<file path="config.mk">
export PLATFORM = sky130hd
export DESIGN_NAME = int_div
export DESIGN_NICKNAME = d
export VERILOG_FILES = /design/src/rtl/int_div.sv
export SDC_FILE = /design/constraint.sdc
export NUM_CORES = 1
export LEC_CHECK = 0
export ABC_AREA = 1
export BUFFER_PORTS_ARGS = -buffer_cell sky130_fd_sc_hd__buf_2
export CAP_MARGIN = 10
export CORE_MARGIN = 2
export CORE_UTILIZATION = 40
export CTS_CLUSTER_DIAMETER = 40
export CTS_CLUSTER_SIZE = 12
export DETAILED_ROUTE_END_ITERATION = 12
export PLACE_DENSITY = 0.64
export SLEW_MARGIN = 30
export SYNTH_ARGS = -nofsm -noshare
export SYNTH_HDL_FRONTEND = slang
export SYNTH_SLANG_ARGS = --single-unit
</file>
<file path="constraint.sdc">
create_clock -name clk -period 2.7 [get_ports clk]
set_clock_uncertainty 0.2 [all_clocks]
set_input_delay 0.405 -clock clk [delete_from_list [all_inputs] [get_ports clk]]
set_output_delay 0.405 -clock clk [all_outputs]
set_load 0.02 [all_outputs]
</file>
<file path="src/rtl/int_div.sv">
// rtl/int_div.sv - iterative radix-2^B RV32M divider (DIV/DIVU/REM/REMU), optional INT_DIV_EARLY_EXIT_EN
package int_div_pkg;
    typedef logic [2:0] alu_t;
    localparam alu_t ALU_DIV  = 3'd4;
    localparam alu_t ALU_DIVU = 3'd5;
    localparam alu_t ALU_REM  = 3'd6;
    localparam alu_t ALU_REMU = 3'd7;
endpackage

module int_div
    import int_div_pkg::*;
#(
    parameter int BITS_PER_CYCLE = 1
) (
    input  logic        clk,
    input  logic        rst,
    input  logic        flush,
    input  logic        in_valid,
    output logic        in_ready,
    input  logic [31:0] rs1,
    input  logic [31:0] rs2,
    input  alu_t        alu_op,
    output logic        out_valid,
    input  logic        out_ready,
    output logic [31:0] result
);
    localparam int         N    = 32 / BITS_PER_CYCLE;
    localparam logic [4:0] LAST = 5'(N - 1);

    typedef enum logic [1:0] {S_IDLE, S_CALC, S_FIX, S_DONE} state_t;

    state_t      state_q;
    logic        in_ready_q, out_valid_q;
    logic [31:0] result_q;
    logic [31:0] quo_q, quo_d;
    logic [32:0] rem_q, rem_d;
    logic [31:0] dvs_q;
    logic [4:0]  cnt_q;
    logic        sel_rem_q, neg_quo_q, neg_rem_q;

    logic        op_legal, op_signed, op_rem, a_neg, b_neg, ovf, early;
    logic [31:0] a_mag, b_mag, fix_quo, fix_rem;

    assign op_legal  = (alu_op == ALU_DIV) || (alu_op == ALU_DIVU) ||
                       (alu_op == ALU_REM) || (alu_op == ALU_REMU);
    assign op_signed = (alu_op == ALU_DIV) || (alu_op == ALU_REM);
    assign op_rem    = (alu_op == ALU_REM) || (alu_op == ALU_REMU);
    assign a_neg     = op_signed & rs1[31];
    assign b_neg     = op_signed & rs2[31];
    assign a_mag     = a_neg ? (32'd0 - rs1) : rs1;
    assign b_mag     = b_neg ? (32'd0 - rs2) : rs2;
    assign ovf       = op_signed && (rs1 == 32'h8000_0000) && (rs2 == 32'hFFFF_FFFF);

    // Divisor is known nonzero wherever early is consulted.
`ifdef INT_DIV_EARLY_EXIT_EN
    assign early = (a_mag < b_mag);
`else
    assign early = 1'b0;
`endif

    // Restoring shift-subtract: the dividend shifts out of quo while quotient bits shift in.
    always_comb begin
        quo_d = quo_q;
        rem_d = rem_q;
        for (int i = 0; i < BITS_PER_CYCLE; i++) begin
            rem_d = {rem_d[31:0], quo_d[31]};
            quo_d = {quo_d[30:0], 1'b0};
            if (rem_d >= {1'b0, dvs_q}) begin
                rem_d    = rem_d - {1'b0, dvs_q};
                quo_d[0] = 1'b1;
            end
        end
    end

    assign fix_quo = neg_quo_q ? (32'd0 - quo_q) : quo_q;
    assign fix_rem = neg_rem_q ? (32'd0 - rem_q[31:0]) : rem_q[31:0];

    always_ff @(posedge clk) begin
        if (rst) begin
            state_q     <= S_IDLE;
            in_ready_q  <= 1'b1;
            out_valid_q <= 1'b0;
            result_q    <= '0;
            quo_q       <= '0;
            rem_q       <= '0;
            dvs_q       <= '0;
            cnt_q       <= '0;
            sel_rem_q   <= 1'b0;
            neg_quo_q   <= 1'b0;
            neg_rem_q   <= 1'b0;
        end else if (flush) begin
            state_q     <= S_IDLE;
            in_ready_q  <= 1'b1;
            out_valid_q <= 1'b0;
        end else begin
            case (state_q)
                S_IDLE: if (in_valid) begin
                    in_ready_q <= 1'b0;
                    cnt_q      <= '0;
                    sel_rem_q  <= op_rem;
                    neg_quo_q  <= 1'b0;
                    neg_rem_q  <= 1'b0;
                    state_q    <= S_FIX;
                    // Special cases preload quo/rem with the final answer and bypass CALC.
                    if (!op_legal) begin
                        quo_q <= 32'hDEAD_BEEF;
                        rem_q <= {1'b0, 32'hDEAD_BEEF};
                    end else if (rs2 == 32'd0) begin
                        quo_q <= 32'hFFFF_FFFF;
                        rem_q <= {1'b0, rs1};
                    end else if (ovf) begin
                        quo_q <= 32'h8000_0000;
                        rem_q <= '0;
                    end else begin
                        neg_quo_q <= a_neg ^ b_neg;
                        neg_rem_q <= a_neg;
                        dvs_q     <= b_mag;
                        if (early) begin
                            quo_q <= '0;
                            rem_q <= {1'b0, a_mag};
                        end else begin
                            quo_q   <= a_mag;
                            rem_q   <= '0;
                            state_q <= S_CALC;
                        end
                    end
                end
                S_CALC: begin
                    quo_q <= quo_d;
                    rem_q <= rem_d;
                    cnt_q <= cnt_q + 5'd1;
                    if (cnt_q == LAST) state_q <= S_FIX;
                end
                S_FIX: begin
                    result_q    <= sel_rem_q ? fix_rem : fix_quo;
                    out_valid_q <= 1'b1;
                    state_q     <= S_DONE;
                end
                S_DONE: if (out_ready) begin
                    out_valid_q <= 1'b0;
                    in_ready_q  <= 1'b1;
                    state_q     <= S_IDLE;
                end
                default: state_q <= S_IDLE;
            endcase
        end
    end

    assign in_ready  = in_ready_q;
    assign out_valid = out_valid_q;
    assign result    = result_q;
endmodule

</file>
==> results of run 1 <==
stage by stage:
stage          cell area (µm²)  hold slack (ps)  setup TNS (ps)  power (mW)  worst slack, ps
2_1_floorplan            13300              230               0        5.00              554
3_3_place_gp             14600              252               0        6.19             73.0
3_5_place_dp             14600              257               0        6.21             32.1
4_1_cts                  15200             41.0               0        8.72             6.44
5_1_grt                  15500             66.4           -58.3        9.55            -19.7
6_report                 15500             54.0               0        9.02              104
final cells by class:
type | instances | area [µm²]
Timing Repair Buffer | 193 | 1260
Clock inverter | 14 | 183
Clock buffer | 18 | 429
Multi-Input combinational cell | 1750 | 8910
Tap cell | 442 | 553
Sequential cell | 140 | 2810
Inverter | 370 | 1390
Fill cell | 3578 | 17200
layer usage:
metal	GRT usage	up-vias	share of wire	routed length, µm
met2	0.467	671	0.43	23200
met1	0.416	7137	0.45	24300
met5	0	-	0	0
met3	0.0493	101	0.079	4220
met4	0.102	0	0.033	1780
li1	-	7785	-	-
worst min-delay path by stage:
stage,start,end,depth (start not counted)
after floorplan,dvs_q[9],dvs_q[9],2
after global placement,cnt_q[2],cnt_q[2],1
after detailed placement,quo_q[10],quo_q[10],2
after CTS,out_ready,out_valid,4
after global routing,out_ready,out_valid,4
final,out_ready,out_valid,4
cell usage after synthesis, types with 2 or more instances:
cell type / count
a21oi_1: 187
a21oi_2: 12
a22oi_1: 6
a31oi_1: 4
and2_1: 2
and3_1: 2
buf_1: 7
buf_2: 23
buf_4: 5
buf_6: 11
clkbuf_1: 45
clkinv_1: 3
dfxtp_1: 140
ha_1: 43
inv_1: 351
inv_2: 16
nand2_1: 632
nand2_2: 10
nand2_4: 2
nand3_1: 258
nand3_2: 7
nand3b_1: 18
nand4_1: 27
nor2_1: 222
nor2_2: 14
nor2_4: 10
nor3_1: 27
nor3_2: 3
nor4_1: 7
o211ai_1: 20
o21ai_0: 145
o21ai_1: 17
o21ai_2: 2
o21bai_1: 2
o22ai_1: 2
or2_2: 2
xnor2_1: 8
xor2_1: 48
kinds of logic (layout without fill, tap and decap cells):
group                    Yosys count  count (layout)  synth area share
AND/OR/NAND/NOR                 1247            1248             0.409
buffers and inverters            461             595             0.140
AO/OA/AOI/OAI                    402             402             0.162
flip-flops                       140             140             0.210
XOR/XNOR                          56              56            0.0368
adder cells (fa/ha/maj)           44              44            0.0419
tightest hold or removal path: stages:
cell and delay (ps):
buf_2 90, nand2_1 60, nand2_1 60, nor2_1 40
power groups by stage:
stage / sequential, mW / combinational (mW) / clock [mW]
5_1_grt: 2.41 / 4.50 / 2.63
6_report: 2.40 / 4.09 / 2.52
4_1_cts: 2.39 / 3.80 / 2.54
3_5_place_dp: 2.43 / 3.78 / 0
2_1_floorplan: 2.41 / 2.59 / 0
3_3_place_gp: 2.43 / 3.76 / 0
registers in the layout, summed over array words and instances, names as in the netlist:
register   cells
sel_rem_q      1
cnt_q          5
in_ready       1
neg_quo_q      1
result        32
state_q        2
out_valid      1
rem_q         32
dvs_q         32
quo_q         32
neg_rem_q      1
timing repair:
item                                   CTS  global route
setup endpoints to repair                0            56
endpoints found under the hold margin    0             0
buffers inserted                         0             3
gates resized for setup                  0            45
==> metrics.txt, run 1 <==
status=complete, no violations; ANT cells=0; Layout Utilization=0.475; Switch Pwr=3.98 mW; initial antenna violation count=2; Critical Path RT=2840 ps; HP Class=input pin to register; Core Region=0.0327 mm²; Detailed Route Iter0 Violations=1,712; layout cell share with drive strength beyond 1=0.137; CP Cell Sequence=inv_1 -> ha_1 -> nand2_1 -> inv_1 -> nand2_1 -> nand2_1 -> inv_1 -> nand3_2 -> nand2_2 -> nand2_2 -> nand2_4 -> nand2_4 -> buf_12 -> nand3_1 -> nand3_1 -> nand2_1 -> inv_1; worst r2r path cells=17; Area Growth Syn to Fin=16.5%; crit share post-route=0.962; Internal=5.04 mW; worst setup path end=rem_q[19]; Syn Inst Count=2,350; Residual DRC=0; vias=15,694; largest net degree at the start of global routing=85; Clk Latency, worst-skew pair=440 ps; CP max stage delay=roughly 360 ps; Die H=187 µm; Final min period=2600 ps; number of global-route vias before repair=14,469; aggregate global-route resource usage=0.299; number of flops mapped to enable cells by yosys=0; worst path arrival time=between 2000 and 3000 ps; global-route wire length before repair=81.0 mm; normalized max-slew margin=0.538; total of max-cap violations=0; startpoint types=register; slowest CP cell=ha_1; commonest cells after routing, fill and taps aside=nand2_1 (626), inv_1 (350), nand3_1 (258); final setup violation count=0; clock buffer count from CTS=17; Reg-to-Reg Start=dvs_q[7]; Yosys top cell area share=0.210; sw frac=0.441; Crit path max-delay family=simple AND/OR/NAND/NOR gates; Combinational Power Share=0.453; Synth cell types=48; cell depth of the worst setup path=17; CTS tree=built; cell area power density=581 mW/mm²; commonest non-fill, non-tap cell in the layout=nand2_1; initial core utilization=0.408; WL final=between 50 and 60 mm; Clock Power Share=0.280; H-tree depth=4; CTS hold repair buffers=0; r2r setup slk=100 ps; reg2reg end=rem_q[19]; Top-Level Pins=about 110; gpl congestion=0.965; post-DR wirelength/cell=18.3 µm; Final ANT Viol Nets=0; Worst-path clk slew=70 ps; Clk Tree Root Cell=clkbuf_16; # rows=66; Achievable Freq=0.385 GHz; number of port buffers=105; fraction of registers with async set or reset after synthesis=0; Synthesized Nets=2,466; Least-Margin Pin Slew=between 600 and 700 ps; estimated wirelength of the detail-placed design=42.9 mm; Synth Register Bits=140; final net count=about 2,600; Critical Path Source=dvs_q[7]; Seq pwr share=0.267; Post-Synthesis Cell Area=~0.013 mm²; CP Capture Type=register; RSZ-0062 raised after global routing=true; Cell Count, Final, Fillers Out=2,927; CTS Buffer Depth=2; TritonRoute pass-1 iters=5; Max IR drop VDD=393 µV; total gr overflow=0; Yosys top cell by area=dfxtp_1; Die W=187 µm; Synth Flop Type=dfxtp_1; Final Max Slew Viols=0; critical path fanouts, max=11; Ys Warns=0; Setup Crit Path Kind=register to register; Bufs and invs on worst path=5; Syn Area/Cell=about 5.7 µm²; Seq/Total Area, Yosys=0.210; Fin. Hold Viols=0; ranking of synthesized cells by area=dfxtp_1 (21%), nand2_1 (18%), inv_1 (9.9%), nand3_1 (9.7%), a21oi_1 (7.0%); dpl cells=between 2,000 and 3,000; Die Area=0.0348 mm²; Leak=7.62 nW; CTS sink count=140; Vias/cell=~5.4
(Power assumes the default switching activity.)
==> run 2: changes to the inputs <==
--- a/config.mk
+++ b/config.mk
@@ -7,7 +7,8 @@
 export LEC_CHECK = 0
 export ABC_AREA = 1
 export BUFFER_PORTS_ARGS = -buffer_cell sky130_fd_sc_hd__buf_2
-export CAP_MARGIN = 10
+export CAP_MARGIN = 20
+export CORE_ASPECT_RATIO = 0.7
 export CORE_MARGIN = 2
 export CORE_UTILIZATION = 40
 export CTS_CLUSTER_DIAMETER = 40
==> run 2 against run 1 <==
Against the previous run: clock-buffer cell count up 2; critical path depth down 5; worst setup slack worse by 28 ps; cell count down 0.17%; final area down 0.81%; via count up 1.4%; register-to-register slack worse by 30 ps; sequential power about the same; combinational power about the same; die area about the same; clock power down 4%; routed wire length up 1.3%.
==> metrics.txt, run 2 (synthesized netlist as in run 1, its figures left out) <==
status=complete, no violations (unchanged); Clk Latency, worst-skew pair=450 ps (was 440 ps); Vias/cell=5.44 (was 5.36); Cell Count, Final, Fillers Out=2,922 (was 2,927); critical path fanouts, max=24 (was 11); total of max-cap violations=0 (unchanged); total chip power=8.88 mW (was 9.02 mW); Combinational Power Share=0.457 (was 0.453); Worst-path clk slew=70 ps (about the same); Fin. Hold Viols=0 (unchanged); Clock Power Share=0.274 (was 0.280); cell area power density=577 mW/mm² (was 581 mW/mm²); largest net degree at the start of global routing=91 (was 85); commonest non-fill, non-tap cell in the layout=nand2_1 (unchanged); metal2 WL=21.0 mm (was 23.2 mm); startpoint types=register (unchanged); commonest cells after routing, fill and taps aside=nand2_1 (629), inv_1 (351), nand3_1 (257) (was nand2_1 (626), inv_1 (350), nand3_1 (258)); final instance area=0.0154 mm² (was 0.0155 mm²); estimated wirelength of the detail-placed design=43.8 mm (was 42.9 mm); HP Class=input pin to register (unchanged); Critical Path RT=2850 ps (was 2840 ps); Seq pwr share=0.269 (was 0.267); Setup Crit Path Kind=register to register (unchanged); ANT cells=0 (unchanged); Final Max Slew Viols=0 (unchanged); WL met3=5.94 mm (was 4.22 mm); final hold slack=45.7 ps (was 54.0 ps); CTS sink count=140 (unchanged); Detailed Route Iter0 Violations=1,993 (was 1,712); Die H=157 µm (was 187 µm); number of global-route vias before repair=14,152 (was 14,469); # rows=55 (was 66); Core Region=0.0326 mm² (was 0.0327 mm²); final net count=2,598 (was 2,588); dpl cells=2,887 (was 2,890); layout cell share with drive strength beyond 1=0.133 (was 0.137); Die W=222 µm (was 187 µm); Max IR drop VDD=364 µV (was 393 µV); gpl congestion=1.02 (was 0.965); initial antenna violation count=0 (was 2); Achievable Freq=0.381 GHz (was 0.385 GHz); Top-Level Pins=106 (unchanged); number of port buffers=105 (unchanged); TritonRoute pass-1 iters=6 (was 5); initial core utilization=0.409 (was 0.408); final setup margin=75.6 ps (was 104 ps); vias=15,910 (was 15,694); Final min period=2620 ps (was 2600 ps); crit share post-route=0.972 (was 0.962); number of fillers in the final layout=3,541 (was 3,578); total gr overflow=0 (unchanged); Clk Tree Root Cell=clkbuf_16 (unchanged); Final ANT Viol Nets=0 (unchanged); Internal=4.93 mW (was 5.04 mW); CP Capture Type=register (unchanged); CTS Buffer Depth=2 (unchanged); CTS tree=built (unchanged); aggregate global-route resource usage=0.308 (was 0.299); Least-Margin Pin Slew=617 ps (was 694 ps); Residual DRC=0 (unchanged); length of routed wiring on met1=26.7 mm (was 24.3 mm); placed inst area=0.0147 mm² (was 0.0146 mm²); Die Area=0.0348 mm² (about the same); pre-CTS WS=-212 ps (was 32.1 ps); worst path arrival time=2780 ps (was 2740 ps); highest metal used=met4 (unchanged); Area Growth Syn to Fin=15.6% (was 16.5%); Switch Pwr=3.95 mW (was 3.98 mW); post-DR wirelength/cell=18.5 µm (was 18.3 µm); global-route wire length before repair=82.1 mm (was 81.0 mm); r2r setup slk=80 ps (was 100 ps); Leak=7.64 nW (was 7.62 nW); WL final=54.2 mm (was 53.5 mm); final setup violation count=0 (unchanged); normalized max-slew margin=0.589 (was 0.538); clock buffer count from CTS=17 (unchanged); sw frac=0.445 (was 0.441); H-tree depth=4 (unchanged); RSZ-0062 raised after global routing=true (unchanged)
run 2: cell types whose count changed in the layout (fill, tap and decap cells not counted), moves of 2 or more:
cell	before	now
ha_4	12	0
ha_1	28	39
buf_4	83	93
nor2_1	215	219
o21ai_0	145	141
nand2_1	626	629
nand2_2	15	12
nor2_2	18	15
clkbuf_8	0	2
dfxtp_1	138	140
dfxtp_2	2	0
o21ai_1	17	19
o21ai_2	2	4
run 2: worst paths after layout:
check                  start   endpoint  cells after the start
hold / removal     out_ready  out_valid                      4
setup reg to reg  state_q[0]  rem_q[15]                     12
setup / recovery  state_q[0]  rem_q[15]                     12
hold reg to reg    dvs_q[22]  dvs_q[22]                      2
run 2: timing repair:
| action | in CTS | in global routing |
|---|---|---|
| cloned | 0 | 1 |
| hold buffers | 0 | 0 |
| resized for setup | 2 | 22 |
| pin swaps | 0 | 2 |
| endpoints found under the setup margin | 2 | 37 |
| setup buffers | 0 | 2 |
run 2: per-stage QoR:
stage          TNS (ps)   util
2_1_floorplan         0      -
3_3_place_gp       -685  0.451
3_5_place_dp       -631  0.451
4_1_cts               0  0.469
5_1_grt           -49.5  0.473
6_report              0  0.473
run 2: worst max-delay path, stage by stage (launching register included):
cell,delay (ps)
dfxtp_1,380
inv_1,90
ha_1,250
inv_2,110
nor2_2,50
or2_1,270
nor2_4,270
nor2_4,80
buf_4,230
a21oi_1,330
nand3_1,140
nand2_1,90
inv_1,40
run 2: power by group through the flow:
stage                     sequential (mW)  combinational [mW]  clock, mW
after floorplan                      2.41                2.59          0
after global placement               2.43                3.80          0
after detailed placement             2.43                3.81          0
after CTS                            2.38                3.83       2.45
after global routing                 2.40                4.47       2.53
final                                2.39                4.06       2.43
run 2: cell type report:
type / count / area, µm² / area share
Timing Repair Buffer: 203 / 1330 / 0.0863
Clock inverter: 12 / 138 / 0.00893
Multi-Input combinational cell: 1750 / 8750 / 0.568
Clock buffer: 20 / 457 / 0.0296
Inverter: 370 / 1390 / 0.0902
Sequential cell: 140 / 2800 / 0.182
Tap cell: 427 / 534 / 0.0347
run 2: layer usage:
| layer | up-vias | global-route usage |
|---|---|---|
| met4 | 0 | 0.0534 |
| met3 | 39 | 0.0652 |
| met1 | 7289 | 0.477 |
| li1 | 7800 | - |
| met2 | 782 | 0.431 |
| met5 | - | 0 |
